<file path="src/rtl/ifu_ram_resp_pkg.sv">
// ifu_ram_resp_pkg -- shared definitions for the instruction-fetch RAM
// responder: controller state encoding, the NOP returned for illegal fetches,
// the reset PC (also the default base of the backing memory) and a helper
// that picks one 32-bit instruction out of a 64-bit memory word.
package ifu_ram_resp_pkg;

    typedef enum logic [1:0] {
        IDLE  = 2'd0,
        ISSUE = 2'd1,
        WAIT  = 2'd2,
        RESP  = 2'd3
    } ifu_state_t;

    // addi x0, x0, 0 -- harmless filler returned with o_err on illegal fetches
    localparam logic [31:0] NOP_INSN  = 32'h0000_0013;
    localparam logic [63:0] PC_START  = 64'h8000_0000;
    localparam logic [2:0]  SIZE_WORD = 3'b010;

    // Byte address bit 2 selects the upper or lower instruction of a word.
    function automatic logic [31:0] select_half(input logic [63:0] line,
                                                input logic        upper);
        return upper ? line[63:32] : line[31:0];
    endfunction

endpackage

</file>
<file path="src/rtl/ifu_ram_resp_if.sv">
// ifu_ram_resp_if -- fetch request/response channel plus the backing-memory
// read port of the fetch RAM responder.
//   Fetch side : i_ram_addr, i_ram_valid, i_ram_size, i_inv (initiator -> responder)
//                o_ram_ready, o_ram_rdata, o_err        (responder -> initiator)
//   Memory side: o_mem_en, o_mem_addr (responder -> memory), i_mem_rdata (memory -> responder)
// Modports: slave = responder view, master = environment (initiator + memory) view.
interface ifu_ram_resp_if #(
    parameter int unsigned MEM_AW = 16
);
    logic [63:0]       i_ram_addr;
    logic              i_ram_valid;
    logic [2:0]        i_ram_size;
    logic              i_inv;
    logic              o_ram_ready;
    logic [31:0]       o_ram_rdata;
    logic              o_err;
    logic              o_mem_en;
    logic [MEM_AW-1:0] o_mem_addr;
    logic [63:0]       i_mem_rdata;

    modport slave (
        input  i_ram_addr, i_ram_valid, i_ram_size, i_inv, i_mem_rdata,
        output o_ram_ready, o_ram_rdata, o_err, o_mem_en, o_mem_addr
    );

    modport master (
        output i_ram_addr, i_ram_valid, i_ram_size, i_inv, i_mem_rdata,
        input  o_ram_ready, o_ram_rdata, o_err, o_mem_en, o_mem_addr
    );
endinterface

</file>
<file path="src/rtl/ifu_ram_linebuf.sv">
// ifu_ram_linebuf -- single 64-bit line buffer holding the last fetched
// memory word with its tag (byte address bits [63:3]).
//   clk, rst_n  : clock, synchronous active-low reset (clears valid only)
//   fill_en     : write fill_tag/fill_data and mark the line valid
//   inv         : invalidate; wins over a coincident fill
//   valid/tag/data : current line contents
module ifu_ram_linebuf (
    input  logic        clk,
    input  logic        rst_n,
    input  logic        fill_en,
    input  logic [60:0] fill_tag,
    input  logic [63:0] fill_data,
    input  logic        inv,
    output logic        valid,
    output logic [60:0] tag,
    output logic [63:0] data
);

    always_ff @(posedge clk) begin
        if (!rst_n) begin
            valid <= 1'b0;
        end else if (inv) begin
            valid <= 1'b0;
        end else if (fill_en) begin
            valid <= 1'b1;
        end
    end

    // NOTE: tag/data are storage qualified by valid, so they carry no reset.
    always_ff @(posedge clk) begin
        if (fill_en) begin
            tag  <= fill_tag;
            data <= fill_data;
        end
    end

endmodule

</file>
<file path="src/rtl/ifu_ram_resp.sv">
// ifu_ram_resp -- answers 32-bit instruction fetches from a 64-bit backing
// memory with fixed read latency, through a one-line buffer.
//   clk, rst_n : clock, synchronous active-low reset
//   bus        : ifu_ram_resp_if.slave (fetch channel + memory read port)
// A request is captured in IDLE. Illegal requests answer NOP with o_err,
// buffer hits answer one cycle later, misses read memory (ISSUE, WAIT) and
// answer MEM_LAT+2 cycles after capture. RESP lasts one cycle; ready is only
// shown while the initiator still presents the captured address.
module ifu_ram_resp
    import ifu_ram_resp_pkg::*;
#(
    parameter int unsigned MEM_LAT   = 2,
    parameter int unsigned MEM_AW    = 16,
    parameter logic [63:0] BASE_ADDR = PC_START
) (
    input logic              clk,
    input logic              rst_n,
    ifu_ram_resp_if.slave    bus
);

    ifu_state_t        state_q, state_d;
    logic [2:0]        cnt_q, cnt_d;
    logic [63:0]       cap_addr_q;
    logic [31:0]       rdata_q;
    logic              mem_en_q;
    logic [MEM_AW-1:0] mem_addr_q;
    logic              err_q;

    logic [63:0]       word_idx;
    logic              req_illegal;
    logic              lb_valid;
    logic [60:0]       lb_tag;
    logic [63:0]       lb_data;
    logic              lb_hit;
    logic              capture;
    logic              fill_en;

    // Addresses below BASE_ADDR wrap to huge indices and fail the range test
    // too; the explicit compare keeps the intent obvious.
    assign word_idx    = (bus.i_ram_addr - BASE_ADDR) >> 3;
    assign req_illegal = (bus.i_ram_size != SIZE_WORD)
                       || (bus.i_ram_addr[1:0] != 2'b00)
                       || (bus.i_ram_addr < BASE_ADDR)
                       || ((word_idx >> MEM_AW) != 64'd0);

    assign lb_hit  = lb_valid && (lb_tag == bus.i_ram_addr[63:3]);
    assign capture = (state_q == IDLE) && bus.i_ram_valid;

    ifu_ram_linebuf u_linebuf (
        .clk       (clk),
        .rst_n     (rst_n),
        .fill_en   (fill_en),
        .fill_tag  (cap_addr_q[63:3]),
        .fill_data (bus.i_mem_rdata),
        .inv       (bus.i_inv),
        .valid     (lb_valid),
        .tag       (lb_tag),
        .data      (lb_data)
    );

    // NOTE: sequential state uses non-blocking assignments so every register
    // samples pre-edge values regardless of process ordering.
    always_ff @(posedge clk) begin
        if (!rst_n) begin
            state_q <= IDLE;
            cnt_q   <= 3'd0;
        end else begin
            state_q <= state_d;
            cnt_q   <= cnt_d;
        end
    end

    always_comb begin
        // NOTE: defaults first so no branch leaves an output unassigned,
        // which would otherwise infer a latch.
        state_d = state_q;
        cnt_d   = cnt_q;
        fill_en = 1'b0;
        case (state_q)
            IDLE: begin
                if (bus.i_ram_valid) begin
                    state_d = (req_illegal || lb_hit) ? RESP : ISSUE;
                end
            end
            ISSUE: begin
                state_d = WAIT;
                cnt_d   = 3'(MEM_LAT);
            end
            WAIT: begin
                // Final WAIT cycle is the one where memory data is valid.
                if (cnt_q <= 3'd1) begin
                    fill_en = 1'b1;
                    cnt_d   = 3'd0;
                    state_d = RESP;
                end else begin
                    cnt_d = cnt_q - 3'd1;
                end
            end
            RESP: begin
                state_d = IDLE;
            end
            default: begin
                state_d = IDLE;
            end
        endcase
    end

    // Registered outputs are loaded with the value they must show in the
    // state being entered, so they line up with ISSUE/RESP exactly.
    always_ff @(posedge clk) begin
        if (!rst_n) begin
            cap_addr_q <= BASE_ADDR;
            rdata_q    <= '0;
            mem_en_q   <= 1'b0;
            mem_addr_q <= '0;
            err_q      <= 1'b0;
        end else begin
            mem_en_q <= (state_d == ISSUE);
            err_q    <= capture && req_illegal;
            if (capture) begin
                cap_addr_q <= bus.i_ram_addr;
                if (!req_illegal) begin
                    mem_addr_q <= word_idx[MEM_AW-1:0];
                end
            end
            if (capture && req_illegal) begin
                rdata_q <= NOP_INSN;
            end else if (capture && lb_hit) begin
                rdata_q <= select_half(lb_data, bus.i_ram_addr[2]);
            end else if (fill_en) begin
                rdata_q <= select_half(bus.i_mem_rdata, cap_addr_q[2]);
            end
        end
    end

    // Only combinational input-to-output path: a stale or redirected request
    // never sees ready.
    assign bus.o_ram_ready = (state_q == RESP) && bus.i_ram_valid
                           && (bus.i_ram_addr == cap_addr_q);
    assign bus.o_ram_rdata = rdata_q;
    assign bus.o_err       = err_q;
    assign bus.o_mem_en    = mem_en_q;
    assign bus.o_mem_addr  = mem_addr_q;

endmodule

</file>
<file path="src/flat_wrapper.sv">
// flat-port wrapper written by rule: the top's interface ports become plain ports
module ifu_ram_resp_flat import ifu_ram_resp_pkg::*;
#(
    parameter int unsigned MEM_LAT   = 2,
    parameter int unsigned MEM_AW    = 16,
    parameter logic [63:0] BASE_ADDR = PC_START
)
  (clk, rst_n, bus_i_ram_addr, bus_i_ram_valid, bus_i_ram_size, bus_i_inv, bus_i_mem_rdata, bus_o_ram_ready, bus_o_ram_rdata, bus_o_err, bus_o_mem_en, bus_o_mem_addr);
  ifu_ram_resp_if #(.MEM_AW(MEM_AW)) bus_i ();
  input logic clk;
  input logic rst_n;
  input wire logic [$bits(bus_i.i_ram_addr)-1:0] bus_i_ram_addr;
  input wire logic [$bits(bus_i.i_ram_valid)-1:0] bus_i_ram_valid;
  input wire logic [$bits(bus_i.i_ram_size)-1:0] bus_i_ram_size;
  input wire logic [$bits(bus_i.i_inv)-1:0] bus_i_inv;
  input wire logic [$bits(bus_i.i_mem_rdata)-1:0] bus_i_mem_rdata;
  output wire logic [$bits(bus_i.o_ram_ready)-1:0] bus_o_ram_ready;
  output wire logic [$bits(bus_i.o_ram_rdata)-1:0] bus_o_ram_rdata;
  output wire logic [$bits(bus_i.o_err)-1:0] bus_o_err;
  output wire logic [$bits(bus_i.o_mem_en)-1:0] bus_o_mem_en;
  output wire logic [$bits(bus_i.o_mem_addr)-1:0] bus_o_mem_addr;
  assign bus_i.i_ram_addr = bus_i_ram_addr;
  assign bus_i.i_ram_valid = bus_i_ram_valid;
  assign bus_i.i_ram_size = bus_i_ram_size;
  assign bus_i.i_inv = bus_i_inv;
  assign bus_i.i_mem_rdata = bus_i_mem_rdata;
  assign bus_o_ram_ready = bus_i.o_ram_ready;
  assign bus_o_ram_rdata = bus_i.o_ram_rdata;
  assign bus_o_err = bus_i.o_err;
  assign bus_o_mem_en = bus_i.o_mem_en;
  assign bus_o_mem_addr = bus_i.o_mem_addr;
  ifu_ram_resp #(.MEM_LAT(MEM_LAT), .MEM_AW(MEM_AW), .BASE_ADDR(BASE_ADDR)) u_core (.clk(clk), .rst_n(rst_n), .bus(bus_i));
endmodule
</file>
<file path="config.mk">
export PLATFORM = sky130hd
export DESIGN_NAME = ifu_ram_resp_flat
export DESIGN_NICKNAME = d
export VERILOG_FILES = /design/src/rtl/ifu_ram_resp_pkg.sv /design/src/rtl/ifu_ram_resp_if.sv /design/src/rtl/ifu_ram_linebuf.sv /design/src/rtl/ifu_ram_resp.sv /design/src/flat_wrapper.sv
export SDC_FILE = /design/constraint.sdc
export NUM_CORES = 1
export LEC_CHECK = 0
export ABC_AREA = 1
export CORE_UTILIZATION = 47
export CTS_CLUSTER_DIAMETER = 120
export DETAILED_ROUTE_END_ITERATION = 16
export PLACE_DENSITY = 0.8
export SKIP_CTS_REPAIR_TIMING = 1
export SLEW_MARGIN = 20
export SYNTH_ARGS = -nofsm -noshare
export SYNTH_HDL_FRONTEND = slang
export SYNTH_SLANG_ARGS = --single-unit
</file>
<file path="constraint.sdc">
create_clock -name clk -period 5.37 [get_ports clk]
set_input_delay 1.074 -clock clk [delete_from_list [all_inputs] [get_ports clk]]
set_output_delay 1.074 -clock clk [all_outputs]
set_load 0.005 [all_outputs]
</file>
# Word-level counts from Yosys, hierarchy flattened

Cells that the tools add are included.

Bits of input ports: 135
Register bits after elaboration: 245
Logic and storage cells: 56
Output and inout port bits: 51

$add $sub $neg: 2
Bitwise gates (word level): 2
$lt $le $gt $ge: 2
Equal/unequal tests: 7
Reductions and logical operators: 19
Muxes and demuxes: 13

Operators with widths:

| kind                   | number |
|---|---|
| $mux 32                | 4 |
| $eq 64x64->1           | 1 |
| $lt 64x32->1 const B   | 1 |
| $reduce_bool 64->1     | 1 |
| $sub 64x32->64 const B | 1 |
| $eq 61x61->1           | 1 |
| $pmux 2 s4             | 1 |
| $logic_and 1x1->1      | 6 |
| $mux 2                 | 3 |
| $pmux 3 s2             | 1 |
| $reduce_bool 2->1      | 3 |
| $mux 5                 | 1 |
| $eq 2x1->1 const B     | 2 |
| $eq 2x2->1 const B     | 2 |
| $logic_or 1x1->1       | 4 |
| $reduce_or 2->1        | 2 |
| $le 3x1->1 const B     | 1 |
| $mux 3                 | 1 |
| $ne 3x2->1 const B     | 1 |
| $reduce_bool 3->1      | 1 |
| $sub 3x1->3 const B    | 1 |
| $logic_not 2->1        | 1 |
| $mux 1                 | 2 |
| $not 1->1              | 2 |
| $reduce_and 2->1       | 1 |

# Depth between registers and ports, before layout

Gate-level depths: netlist (run 1).

Word-level depth: 9
Depth in mapped cells: 17
Mapped depth without buffers: 16

# Modules after synthesis

From an unflattened synthesis (run 1), not the netlist that was laid out.

Cell total of the unflattened synthesis: 1423
Area total of the unflattened synthesis: 11768.8 um2

Modules (own cells, without submodules):

| module          | seq. area each (um2) | cells each | instances | area each (um2) |
|---|---|---|---|---|
| ifu_ram_resp    | 2382.3               | 1293       | 1         | 7980.2 |
| ifu_ram_linebuf | 3773.6               | 130        | 1         | 3788.6 |

# Least setup slack after synthesis (run 1)

OpenSTA, ideal clock, no wires.

Path type: reg2reg
From: register u_core.cnt_q[1]
To: register u_core.rdata_q[4], in the netlist u_core.bus.o_ram_rdata[4]
Period minus slack after synthesis: 5.291 ns
Buffers on the path: 1
Arrival: 5.171 ns
Required time: 5.250 ns
Stages on the path, launching flop included: 13
Slack: 0.079 ns
Cells stage by stage: dfxtp_1 inv_1 ha_1 inv_1 o21ai_1 inv_1 nor2_1 clkbuf_1 nand3_1 nand2_1 o21ai_0 o211ai_1 nand2_1

Word-level cells in the longest chain between the ends: 4

RTL lines:

| element                            | line                | RTL |
|---|---|---|
| start: declaration                 | ifu_ram_resp.sv:22  | `logic [2:0] cnt_q, cnt_d;` |
| start signal: assignment           | ifu_ram_resp.sv:69  | `cnt_q <= cnt_d;` |
| $le 3x1->1                         | ifu_ram_resp.sv:91  | `if (cnt_q <= 3'd1) begin` |
| $mux 1                             | ifu_ram_resp.sv:91  |  |
| $mux 1                             | ifu_ram_resp.sv:79  | `case (state_q)` |
| net u_core.fill_en                 | ifu_ram_resp.sv:36  | `logic fill_en;` |
| $reduce_bool 3->1 (no source line) | --                  |  |
| end signal: assignment             | ifu_ram_resp.sv:129 | `rdata_q <= select_half(lb_data, bus.i_ram_addr[2]);` |
| end signal: assignment             | ifu_ram_resp.sv:131 | `rdata_q <= select_half(bus.i_mem_rdata, cap_addr_q[2]);` |
| end: declaration                   | ifu_ram_resp.sv:24  | `logic [31:0] rdata_q;` |

The timed path passes the listed nets, and every way through them passes these cells.
A chain may end at the register's enable or synchronous reset.

# Worst setup path in the final report (run 1)

From: input port bus_i_ram_addr[46]
To: output port bus_o_ram_ready

Word-level cells in the longest chain between the ends: 2

RTL lines:

| element            | line                | RTL |
|---|---|---|
| start: declaration | flat_wrapper.sv:12  | `input wire logic [$bits(bus_i.i_ram_addr)-1:0] bus_i_ram_addr;` |
| $eq 64x64->1       | ifu_ram_resp.sv:139 | `&& (bus.i_ram_addr == cap_addr_q);` |
| $logic_and 1x1->1  | ifu_ram_resp.sv:139 |  |
| end: declaration   | flat_wrapper.sv:17  | `output wire logic [$bits(bus_i.o_ram_ready)-1:0] bus_o_ram_ready;` |

No other way between the ends.

==> results of run 1 <==
-- path summary, 6_finish.rpt --
kind	from	to	slack, ns	cells past startpoint
max reg2reg	u_core.cnt_q[1]	u_core.bus.o_ram_rdata[13]	1.85	11
min reg2reg	u_core.cap_addr_q[40]	u_core.u_linebuf.tag[37]	0.43	0
max	bus_i_ram_addr[46]	bus_o_ram_ready	0.73	10
min	u_core.cap_addr_q[40]	u_core.u_linebuf.tag[37]	0.43	0
-- cell families after synthesis --
| group | count (synthesis) | synth area share [%] |
|---|---|---|
| fa+ha+maj | 6 | 0.649 |
| xor+xnor | 29 | 2.19 |
| compound gates | 307 | 14.3 |
| flops | 245 | 53.2 |
| simple gates | 614 | 22.4 |
| buf+inv | 165 | 5.52 |
| mux | 20 | 1.73 |
-- synth_stat cells, types with 9 or more instances --
library cell / count / area (um2)
sky130_fd_sc_hd__nand2_1: 328 / 1230
sky130_fd_sc_hd__nor2_1: 164 / 616
sky130_fd_sc_hd__o21ai_0: 151 / 756
sky130_fd_sc_hd__edfxtp_1: 125 / 3750
sky130_fd_sc_hd__dfxtp_1: 120 / 2400
sky130_fd_sc_hd__inv_1: 105 / 394
sky130_fd_sc_hd__a21oi_1: 98 / 490
sky130_fd_sc_hd__nand3_1: 54 / 270
sky130_fd_sc_hd__clkbuf_1: 43 / 161
sky130_fd_sc_hd__o22ai_1: 23 / 144
sky130_fd_sc_hd__mux2i_1: 20 / 200
sky130_fd_sc_hd__nor2_2: 15 / 93.8
sky130_fd_sc_hd__xor2_1: 15 / 131
sky130_fd_sc_hd__xnor2_1: 14 / 123
sky130_fd_sc_hd__nand2_2: 9 / 56.3
sky130_fd_sc_hd__nand4_1: 9 / 56.3
sky130_fd_sc_hd__nor4_1: 9 / 56.3
sky130_fd_sc_hd__o21ai_1: 9 / 45.0
sky130_fd_sc_hd__or2_2: 9 / 56.3
-- layer usage --
| metal | global-route usage, % | vias up |
|---|---|---|
| li1 | - | 5026 |
| met1 | 34.6 | 4873 |
| met2 | 45.3 | 426 |
| met3 | 4.89 | 76 |
| met4 | 11.3 | 0 |
| met5 | 0 | - |
-- power by group through the flow --
stage                     Sequential, mW  Combinational (mW)  Clock (mW)
after floorplan                     2.85                1.05           0
after CTS                           2.85                1.69        1.83
after global placement              2.86                1.63           0
after global routing                2.91                1.87        1.91
after detailed placement            2.88                1.67           0
final                               2.86                1.70        1.81
-- final cells by class --
cell class                      count  share of cell area [%]
Clock buffer                       39                    5.29
Clock inverter                     11                   0.704
Inverter                          112                    2.89
Multi-Input combinational cell    976                    32.8
Sequential cell                   245                    42.2
Tap cell                          324                    2.78
Timing Repair Buffer              197                    13.3
-- flip-flops by register name (all words and copies together) (netlist names) --
register and count:
u_core.bus.o_mem_addr 16, u_core.u_linebuf.data 64, u_core.bus.o_ram_rdata 32, u_core.u_linebuf.valid 1
u_core.cnt_q 3, u_core.bus.o_err 1, u_core.state_q 2, u_core.bus.o_mem_en 1
u_core.u_linebuf.tag 61, u_core.cap_addr_q 64
-- critical path, stage by stage --
cell                              delay [ns]
sky130_fd_sc_hd__clkdlybuf4s50_1        0.61
sky130_fd_sc_hd__inv_1                  0.14
sky130_fd_sc_hd__nand2_1                0.08
sky130_fd_sc_hd__o21ai_0                0.07
sky130_fd_sc_hd__nor4_1                 0.43
sky130_fd_sc_hd__nand4_1                0.15
sky130_fd_sc_hd__nor3_1                 0.18
sky130_fd_sc_hd__nand2_1                0.07
sky130_fd_sc_hd__nor2_1                 0.21
sky130_fd_sc_hd__clkdlybuf4s50_1        0.55
-- per-stage QoR --
step	cells	worst slack [ns]	area, um2	hold slack, ns	utilization [%]
2_1_floorplan	1386	0.0793	11600	0.408	-
3_3_place_gp	1854	0.797	13700	0.412	56.5
3_5_place_dp	1854	0.837	13700	0.418	56.5
4_1_cts	1904	0.826	14600	0.432	60.1
5_1_grt	1904	0.608	14600	0.450	60.1
6_report	1904	0.725	14600	0.433	60.1
==> summary by stage, run 1 <==
Setup path
Data on the critical path arrives at its endpoint at 3.57 ns. Data on the critical path is required at its endpoint by 4.30 ns. The maximum fanout count along the critical path is 5. The critical path class is input pin to output pin. The kind of end point of the critical path is an output pin.

The worst setup path is launched from an input pin.

Global routing
The maximum number of pins on one net before global-route repair is 84. The via count of the first global-routing pass is 9,948. The total grt overflow is 0. The number of antenna violations at the first check in global routing is 0. The first global-routing pass estimated 54,100 um of wire. Global routing consumed, over all layers together, a little over a quarter of the routing resources.

Final layout
The multi-input combinational cells in the finished layout cover a total of 4790 um2. The most frequent standard cell in the layout excluding fill and tap cells is sky130_fd_sc_hd__nand2_1. The area added between synthesis and finish is 26.0%. The flip-flop and latch area is 6160 um2.

The number of nets in the layout is 1,700. The number of antenna diodes in the final layout is 0. The fill cell total of the finished layout is 2,121.

The library cells used most frequently in the layout, excluding fill and tap cells, are sky130_fd_sc_hd__nand2_1, sky130_fd_sc_hd__clkdlybuf4s50_1, sky130_fd_sc_hd__nor2_1. The layout cell share with drive strength beyond 1 is 6.52%.

Clock network
The clock latency of the later-clocked register in the worst-skew pair is 0.55 ns. The number of clock sinks is 245. The TritonCTS clock tree is done. The total number of H-tree levels is 1. TritonCTS created 27 clock buffers.

The deepest clock path buffer count is 3. The clock root buffer master is sky130_fd_sc_hd__clkbuf_16. The clock slew at the register clock pins of the worst setup and hold paths is roughly 0.060 ns.

Synth
The number of warning messages in the yosys log is 0. Each instance of the synthesized netlist takes up on average 8.35 um2. Synthesis produced a netlist whose cell count is 1,386.

The share of the Yosys chip area taken by registers is 53.2%. Synthesis inferred between 200 and 250 register bits. Synthesis produced a netlist with a net count of 1,527. The count of cell types in the netlist is 44. The count of flip-flops with a built-in enable after synthesis is 125. The proportion of register bits with asynchronous set or reset after synthesis is 0%. Summing every instance area after synthesis gives 11,600 um2. The predominant post-synthesis flop cell is sky130_fd_sc_hd__edfxtp_1.

Route
Using the TritonRoute via totals, the vias-per-cell ratio works out to 5.46. The average detailed-routed wire length per instance is roughly 18 um. Wire segments on met3 add up to 2810 um in the final route.

The total wire length after detailed routing is approximately 35,000 um. The met2 routed wirelength is 16,300 um. The routed layout has 10,400 vias.

For this run, design rule violations remaining after detail routing come to 0. For this block, the initial DRC count from the detailed router was 1,079. The number of antenna-violating nets in the routed design is 0. Routed signal wires occupy layers up through met4. The detailed router put a total of 14,400 um of wire on met1.

The number of detailed-routing iterations run before antenna repair is 5.

Power and ir drop
Combinational logic is responsible for 26.6% of the overall power. Across the VDD grid, the largest voltage drop is about 0.27 mV. Cell internal power was estimated by the tool at 4.24 mW. The reported net switching power is between 2 and 2.5 mW. The fraction of power consumed by sequential logic is around 45%. The overall power is 6.38 mW.

The net switching share of the total power is between 30% and 40%. Per report_power, the clock group accounts for 28.5% of the total. The total power density per cell area is between 400 and 500 nW/um2. The static leakage is around 5.7 nW.

Timing
The final clock skew is around 0.020 ns. The final worst-path cycle share is between 80% and 90%. At the pin with the least slew margin, the transition time is 1.00 ns. The final critical path time including I/O delays and setup is 4.64 ns. Setup repair after global routing left no endpoint under its margin. The final hold violation count is 0. The peak clock frequency supported by timing is 0.215 GHz. Setup total negative slack on the finished layout was measured at 0 ns. The worst pin sits at a relative slew slack of between 30% and 40%.

Setup violations remaining at the end of the flow were counted as 0. The max-slew violation count is 0.

Place
During placement, the flow inserted port buffers numbering 185. Detailed placement ended at an HPWL of 24,700 um. The routability congestion estimate from global placement is 0.986.

Floorplan
The die is 159 um tall. After floorplanning, the core was divided into 57 placement rows. In this run the count of I/O pins placed on the die edge is 186.

The die covers 25,300 um2. The area inside the core boundary is 24,200 um2. For this configuration, the core starts out at a cell density of 47.7%. The die width is 159 um.

Status
The run finished with clean final reports.

Hold path
The tightest min-delay check is of the flip-flop to flip-flop type.

Flow run
The number of violations of the max-capacitance limit is 0.
Power figures use the tool's default switching activity.
==> run 2: changes to the inputs <==
--- a/config.mk
+++ b/config.mk
@@ -10,6 +10,7 @@
 export CTS_CLUSTER_DIAMETER = 120
 export DETAILED_ROUTE_END_ITERATION = 16
 export PLACE_DENSITY = 0.8
+export RECOVER_POWER = 50
 export SKIP_CTS_REPAIR_TIMING = 1
 export SLEW_MARGIN = 20
 export SYNTH_ARGS = -nofsm -noshare
==> summary by stage, run 2 (synthesis gave the netlist of run 1 again) <==
Status
The flow ran to the end, but the final reports show violations. The checks that failed: max-capacitance violations, max-slew violations.

Clock network
The number of clock sinks came to 245 (unchanged). The clock root buffer master is sky130_fd_sc_hd__clkbuf_16. The clock slew at the register clock pins of the worst setup and hold paths is 0.06 ns (about the same). TritonCTS built the clock tree. The clock latency of the later-clocked register in the worst-skew pair is 0.55 ns (about the same).

The deepest clock path buffer count is 3 (unchanged). The total number of H-tree levels came to 1 (unchanged). The clock buffer count from CTS came to 27 (unchanged).

Global routing
The global-route wire length before repair is 54,100 um (unchanged). The number of antenna violations at the first check in global routing was 2 (+2). The via count of the first global-routing pass was 9,948 (unchanged). The total grt overflow is 0 (unchanged). The overall routing resource usage is 27.1% (unchanged).

The maximum number of pins on one net before global-route repair is 84 (unchanged).

Route
The total via count after detailed routing is 10,400 (-0.12%). The post-route DRC violation count came to 0 (unchanged). The number of antenna-violating nets in the routed design is 0 (unchanged). The number of detailed-routing iterations run before antenna repair is 5 (unchanged). The total wire length after detailed routing is 34,800 um (+0.12%).

The detailed-route vias per instance was 5.45 (-0.27%). The average detailed-routed wire length per instance is 18.2 um (about the same). The number of DRC markers in iteration 0 is 1,062 (-1.6%).

Setup path
The kind of end point of the critical path is an output pin. The critical path class is input pin to output pin. The worst setup path is launched from an input pin. The maximum fanout count along the critical path is 5 (unchanged). The data arrival time of the critical path was 3.54 ns (-0.03 ns). The required time of the critical path is 4.30 ns (about the same). The worst-case reg-to-reg path depth was 11 (unchanged).

Hold path
The worst hold path depth came to 0 (unchanged). The worst hold path belongs to the class flip-flop to flip-flop.

Power and ir drop
The total power density per cell area came to 435 nW/um2 (-0.54%). The static leakage is 5.86 nW (+2.8%). The worst vdd rail ir drop came to 0.264 mV (-1.7%).

Final layout
The area added between synthesis and finish is 26.0% (about the same). In the layout the commonest cells are sky130_fd_sc_hd__nand2_1, sky130_fd_sc_hd__nor2_1, sky130_fd_sc_hd__o21ai_0. Leaving out fill and tap cells, the most frequent cell in the layout is sky130_fd_sc_hd__nand2_1.

The number of nets in the layout is 1,700 (unchanged). The layout cell share with drive strength beyond 1 is 6.39% (-0.13 points). The fill cell total of the finished layout is 2,120 (-0.047%). The share of the core filled with cells is 60.1% (about the same). In the final layout, the registers with the most flip-flops are u_core.cap_addr_q: 64 flops, u_core.u_linebuf.data: 64 flops, u_core.u_linebuf.tag: 61 flops.

Timing
Setup repair after global routing left no endpoint under its margin. The setup TNS after final layout is 0 ns (unchanged). The minimum hold slack is 0.436 ns (+0.00237 ns). The peak clock frequency supported by timing was 0.217 GHz (+0.57%). The final worst-path cycle share came to 86.0% (-0.49 points). The final critical path time including I/O delays and setup is 4.62 ns (-0.0264 ns). The worst slew margin relative to its limit is -26.4% (-59 points).

The slew at the pin with the worst max-slew slack is 1.90 ns (+0.893 ns). The final clock skew is 0.0240 ns (+0.00399 ns). The final hold violation count is 0 (unchanged). The number of setup violations in the final report came to 0 (unchanged). The max-slew violation count was 90 (+90).

Floorplan
The initial cell density of the core was 47.7% (unchanged). The count of boundary I/O pins was 186 (unchanged). The number of placement rows was 57 (unchanged). The die height is 159 um (unchanged). The die width is 159 um (unchanged). The area inside the core boundary is 24,200 um2 (unchanged).

The area of the die is 25,300 um2 (unchanged).

Place
The count of port buffers added during placement was 185 (unchanged). The routability congestion estimate from global placement is 0.986 (unchanged). The post-DP HPWL is 24,700 um (unchanged).

Flow run
The number of violations of the max-capacitance limit is 2 (+2).
[run 2: power breakdown]
group / switching, mW / internal [mW]
registers: 0.289 / 2.57
clock network: 0.760 / 1.05
logic: 1.08 / 0.588
total: 2.13 / 4.21
[run 2: through the flow]
| stage | area, um2 | total power [mW] | worst slack, ns | instances |
|---|---|---|---|---|
| final | 14600 | 6.34 | 0.752 | 1907 |
| after global routing | 14600 | 6.66 | 0.608 | 1905 |
| after CTS | 14600 | 6.37 | 0.826 | 1904 |
| after detailed placement | 13700 | 4.55 | 0.837 | 1854 |
| after global placement | 13700 | 4.49 | 0.797 | 1854 |
| after floorplan | 11600 | 3.89 | 0.0793 | 1386 |
[run 2: final timing paths]
check	start	end	slack (ns)
max reg2reg	u_core.cnt_q[1]	u_core.bus.o_ram_rdata[13]	1.71
min	u_core.cap_addr_q[40]	u_core.u_linebuf.tag[37]	0.44
min reg2reg	u_core.cap_addr_q[40]	u_core.u_linebuf.tag[37]	0.44
max	bus_i_ram_addr[47]	bus_o_ram_ready	0.75
[run 2: worst max-delay path, cell delays in order]
cell and delay [ns]:
sky130_fd_sc_hd__clkdlybuf4s50_1 0.62, sky130_fd_sc_hd__inv_1 0.14, sky130_fd_sc_hd__nand2_1 0.10, sky130_fd_sc_hd__o21ai_0 0.09, sky130_fd_sc_hd__nor4_1 0.40, sky130_fd_sc_hd__nand4_1 0.14, sky130_fd_sc_hd__nor3_1 0.17, sky130_fd_sc_hd__nand2_1 0.07
sky130_fd_sc_hd__nor2_1 0.20, sky130_fd_sc_hd__clkdlybuf4s50_1 0.54
[run 2: routing by layer]
| metal | up-vias | global-route usage [%] | wire, um |
|---|---|---|---|
| met5 | - | 0 | 0 |
| met4 | 0 | 11.3 | 1330 |
| met3 | 78 | 4.89 | 2920 |
| met2 | 452 | 45.3 | 16400 |
| met1 | 4833 | 34.6 | 14200 |
| li1 | 5026 | - | - |
[run 2: cell type report]
| type | instances | area (um2) | area share, % |
|---|---|---|---|
| timing repair buffer | 197 | 1930 | 13.2 |
| multi-input combinational | 976 | 4790 | 32.8 |
| inverter | 112 | 422 | 2.89 |
| clock inverter | 11 | 103 | 0.703 |
| antenna | 3 | 7.51 | 0.0515 |
| tap | 324 | 405 | 2.78 |
| sequential | 245 | 6160 | 42.2 |
| clock buffer | 39 | 771 | 5.28 |
==> run 3: changes to the inputs <==
--- a/config.mk
+++ b/config.mk
@@ -6,10 +6,11 @@
 export NUM_CORES = 1
 export LEC_CHECK = 0
 export ABC_AREA = 1
+export CORE_ASPECT_RATIO = 1.4
 export CORE_UTILIZATION = 47
 export CTS_CLUSTER_DIAMETER = 120
 export DETAILED_ROUTE_END_ITERATION = 16
-export PLACE_DENSITY = 0.8
+export PLACE_DENSITY = 0.74
 export RECOVER_POWER = 50
 export SKIP_CTS_REPAIR_TIMING = 1
 export SLEW_MARGIN = 20
==> summary by stage, run 3 (synthesis gave the netlist of run 1 again) <==
Final layout
The number of nets in the layout is 1,701 (+0.059%). The flip-flop and latch area came to 6160 um2 (unchanged). The post-route cell area was 14,600 um2 (about the same).

The most frequent standard cell in the layout excluding fill and tap cells is sky130_fd_sc_hd__nand2_1. The fill cell total of the finished layout is 2,098 (-1.0%). The combined area of the multi-input logic cells came to 4790 um2 (unchanged). Leaving out fill and tap cells, the most frequent cells in the layout are sky130_fd_sc_hd__nand2_1, sky130_fd_sc_hd__nor2_1, sky130_fd_sc_hd__o21ai_0. The layout cell share with drive strength beyond 1 is 6.65% (+0.25 points). The largest registers in the layout are u_core.cap_addr_q: 64 flops, u_core.u_linebuf.data: 64 flops, u_core.u_linebuf.tag: 61 flops. The area added between synthesis and finish is 26.0% (about the same). The number of standard cells in the final layout excluding fillers is 1,893 (-0.73%).

Place
The placed instance area is 13,700 um2 (about the same). The count of placed standard cells including taps is 1,842 (-0.65%). The post-DP HPWL came to 25,900 um (+4.7%). The routability congestion estimate from global placement is 1.02 (+3.7%). The post-place setup slack is 0.794 ns (-0.0430 ns). The count of port buffers added during placement is 185 (unchanged).

Timing
The worst slew margin relative to its limit came to -136% (-110 points). The number of setup violations in the final report is 0 (unchanged). The max-slew violation count is 229 (+150%).

The peak clock frequency supported by timing was 0.213 GHz (-1.5%). The final hold violation count is 0 (unchanged). The final worst-path cycle share came to 87.3% (+1.3 points). The final clock skew was 0.0251 ns (+0.00115 ns). The setup TNS after final layout was 0 ns (unchanged). The least setup slack across all paths after layout came to 0.681 ns (-0.0708 ns). The minimum hold slack is 0.442 ns (+0.00650 ns).

The final critical path time including I/O delays and setup came to 4.69 ns (+0.0708 ns). Setup repair after global routing left no endpoint under its margin. The slew at the pin with the worst max-slew slack is 3.53 ns (+1.64 ns).

Setup path
The buffering stage count on the worst path with inverters included is 3 (unchanged). The worst-case reg-to-reg path depth was 12 (+1). The endpoint identified for the worst register-to-register timing path is u_core.bus.o_ram_rdata[15]. The required time of the critical path came to 4.30 ns (about the same). The maximum fanout count along the critical path is 4 (-1). The most critical setup path has its endpoint at bus_o_ram_ready. Traced cell by cell, the critical path runs through clkdlybuf4s50_1 -> inv_1 -> nand2_1 -> o211ai_1 -> a221oi_1 -> nand4_1 -> nor3_1 -> nand2_1 -> nor2_1 -> clkdlybuf4s50_1.

The logic depth of the worst setup path including buffers was 10 (unchanged). The startpoint identified for the worst register-to-register timing path is u_core.cnt_q[1]. The highest cell delay on the worst timing path was 0.56 ns (-0.06 ns).

The kind of end point of the critical path is an output pin. In this run the worst setup path begins at bus_i_ram_addr[57]. The data arrival time of the critical path was 3.62 ns (+0.08 ns). The setup slack on the worst flop-to-flop path is 0.84 ns (-0.87 ns).

The cell with the biggest individual delay on the critical path is sky130_fd_sc_hd__clkdlybuf4s50_1. The kind of cell with the highest combined delay along the critical path is buffers and inverters. The critical path class is input pin to output pin. STA classifies the critical path startpoint as an input pin.

Hold path
The type of the worst min-delay path is flip-flop to flip-flop.

Status
The final reports fail on max-capacitance violations, max-slew violations. The flow ran to the end, but the final reports show violations.

Route
The number of antenna-violating nets in the routed design came to 0 (unchanged). The number of DRC markers in iteration 0 is 570 (-46%). The average detailed-routed wire length per instance is 18.9 um (+3.7%).

The detailed-route vias per instance is 5.40 (-0.94%). The post-route DRC violation count is 0 (unchanged). The total via count after detailed routing is 10,200 (-1.7%).

The total wire length after detailed routing was 35,800 um (+2.9%). The number of detailed-routing iterations run before antenna repair is 5 (unchanged).

Global routing
The number of antenna violations at the first check in global routing is 4 (+2). The overall routing resource usage is 28.6% (+1.5 points). The global-route wire length before repair came to 55,000 um (+1.8%). The maximum number of pins on one net before global-route repair is 139 (+65%). The via count of the first global-routing pass is 10,100 (+1.5%). The total grt overflow was 0 (unchanged).

Clock network
The clock buffer count from CTS came to 26 (-3.7%). The deepest clock path buffer count is 3 (unchanged). The clock latency of the later-clocked register in the worst-skew pair is 0.53 ns (-0.02 ns). TritonCTS built the clock tree.

The clock root buffer master is sky130_fd_sc_hd__clkbuf_16. The number of clock sinks was 245 (unchanged). The total number of H-tree levels was 1 (unchanged). The clock slew at the register clock pins of the worst setup and hold paths is 0.06 ns (about the same).

Floorplan
The area inside the core boundary was 24,100 um2 (-0.78%). The initial cell density of the core is 48.1% (+0.37 points). The number of placement rows came to 67 (+18%). The die width came to 135 um (-15%). The count of boundary I/O pins is 186 (unchanged). The die height is 188 um (+18%). The area of the die came to 25,300 um2 (about the same).

Power and ir drop
The static leakage is 5.74 nW (-2.1%). The total power density per cell area is 441 nW/um2 (+1.4%). The worst vdd rail ir drop is 0.277 mV (+4.8%).

Flow run
The number of violations of the max-capacitance limit came to 3 (+1).
==> run 3: cell count changes in the layout (fill, tap and decap cells not counted), sizes merged, moves of 5 or more <==
cell	delta
clkbuf	-5
clkdlybuf4s50	+43
clkinv	+5
dlygate4sd3	-44
==> run 3: how the worst min path moves through the flow <==
stage | startpoint | endpoint | slack [ns] | cells past startpoint
after global routing | u_core.cap_addr_q[40] | u_core.u_linebuf.tag[37] | 0.47 | 0
after global placement | u_core.cap_addr_q[40] | u_core.u_linebuf.tag[37] | 0.41 | 0
final | u_core.cap_addr_q[4] | u_core.u_linebuf.tag[1] | 0.44 | 0
after floorplan | u_core.cap_addr_q[4] | u_core.u_linebuf.tag[1] | 0.41 | 0
after detailed placement | u_core.cap_addr_q[4] | u_core.u_linebuf.tag[1] | 0.43 | 0
after CTS | u_core.cap_addr_q[4] | u_core.u_linebuf.tag[1] | 0.44 | 0
==> run 3: per-stage QoR <==
| stage | util (%) | power [mW] |
|---|---|---|
| 2_1_floorplan | - | 3.89 |
| 3_3_place_gp | 57.0 | 4.53 |
| 3_5_place_dp | 57.0 | 4.58 |
| 4_1_cts | 60.7 | 6.43 |
| 5_1_grt | 60.6 | 6.76 |
| 6_report | 60.6 | 6.43 |
==> run 3: per-layer routing <==
| metal | part of all wire (%) | vias up | track usage, % | wire length (um) |
|---|---|---|---|---|
| met5 | 0.028 | - | 0 | 10 |
| met4 | 6.5 | 2 | 17.4 | 2340 |
| met1 | 36 | 4675 | 31.0 | 12900 |
| met2 | 50 | 416 | 50.3 | 18000 |
| met3 | 7.3 | 108 | 6.06 | 2620 |
| li1 | - | 5015 | - | - |
==> run 3: power by group <==
part	internal (mW)	leakage (nW)	switching [mW]
logic	0.603	3.15	1.08
registers	2.61	2.14	0.288
clock network	1.11	0.445	0.732
==> run 3: layout make-up <==
type / instances / area share, %
flip-flops and latches: 245 / 42.2
multi-input cells: 976 / 32.8
repair buffers: 199 / 13.3
clock buffers: 33 / 5.07
inverters: 112 / 2.89
well taps: 310 / 2.66
clock inverters: 15 / 1.00
diodes: 3 / 0.0515
==> run 3: worst reg2reg max path: stages (launching register included) <==
cell	delay [ns]
sky130_fd_sc_hd__dfxtp_1	0.31
sky130_fd_sc_hd__inv_1	0.10
sky130_fd_sc_hd__ha_1	0.15
sky130_fd_sc_hd__inv_1	0.03
sky130_fd_sc_hd__o21ai_0	0.31
sky130_fd_sc_hd__inv_1	0.13
sky130_fd_sc_hd__nor2_4	0.10
sky130_fd_sc_hd__clkbuf_2	2.49
sky130_fd_sc_hd__nand3_1	0.31
sky130_fd_sc_hd__nand2_1	0.22
sky130_fd_sc_hd__o21ai_0	0.10
sky130_fd_sc_hd__o21ai_0	0.09
sky130_fd_sc_hd__nor2_1	0.06
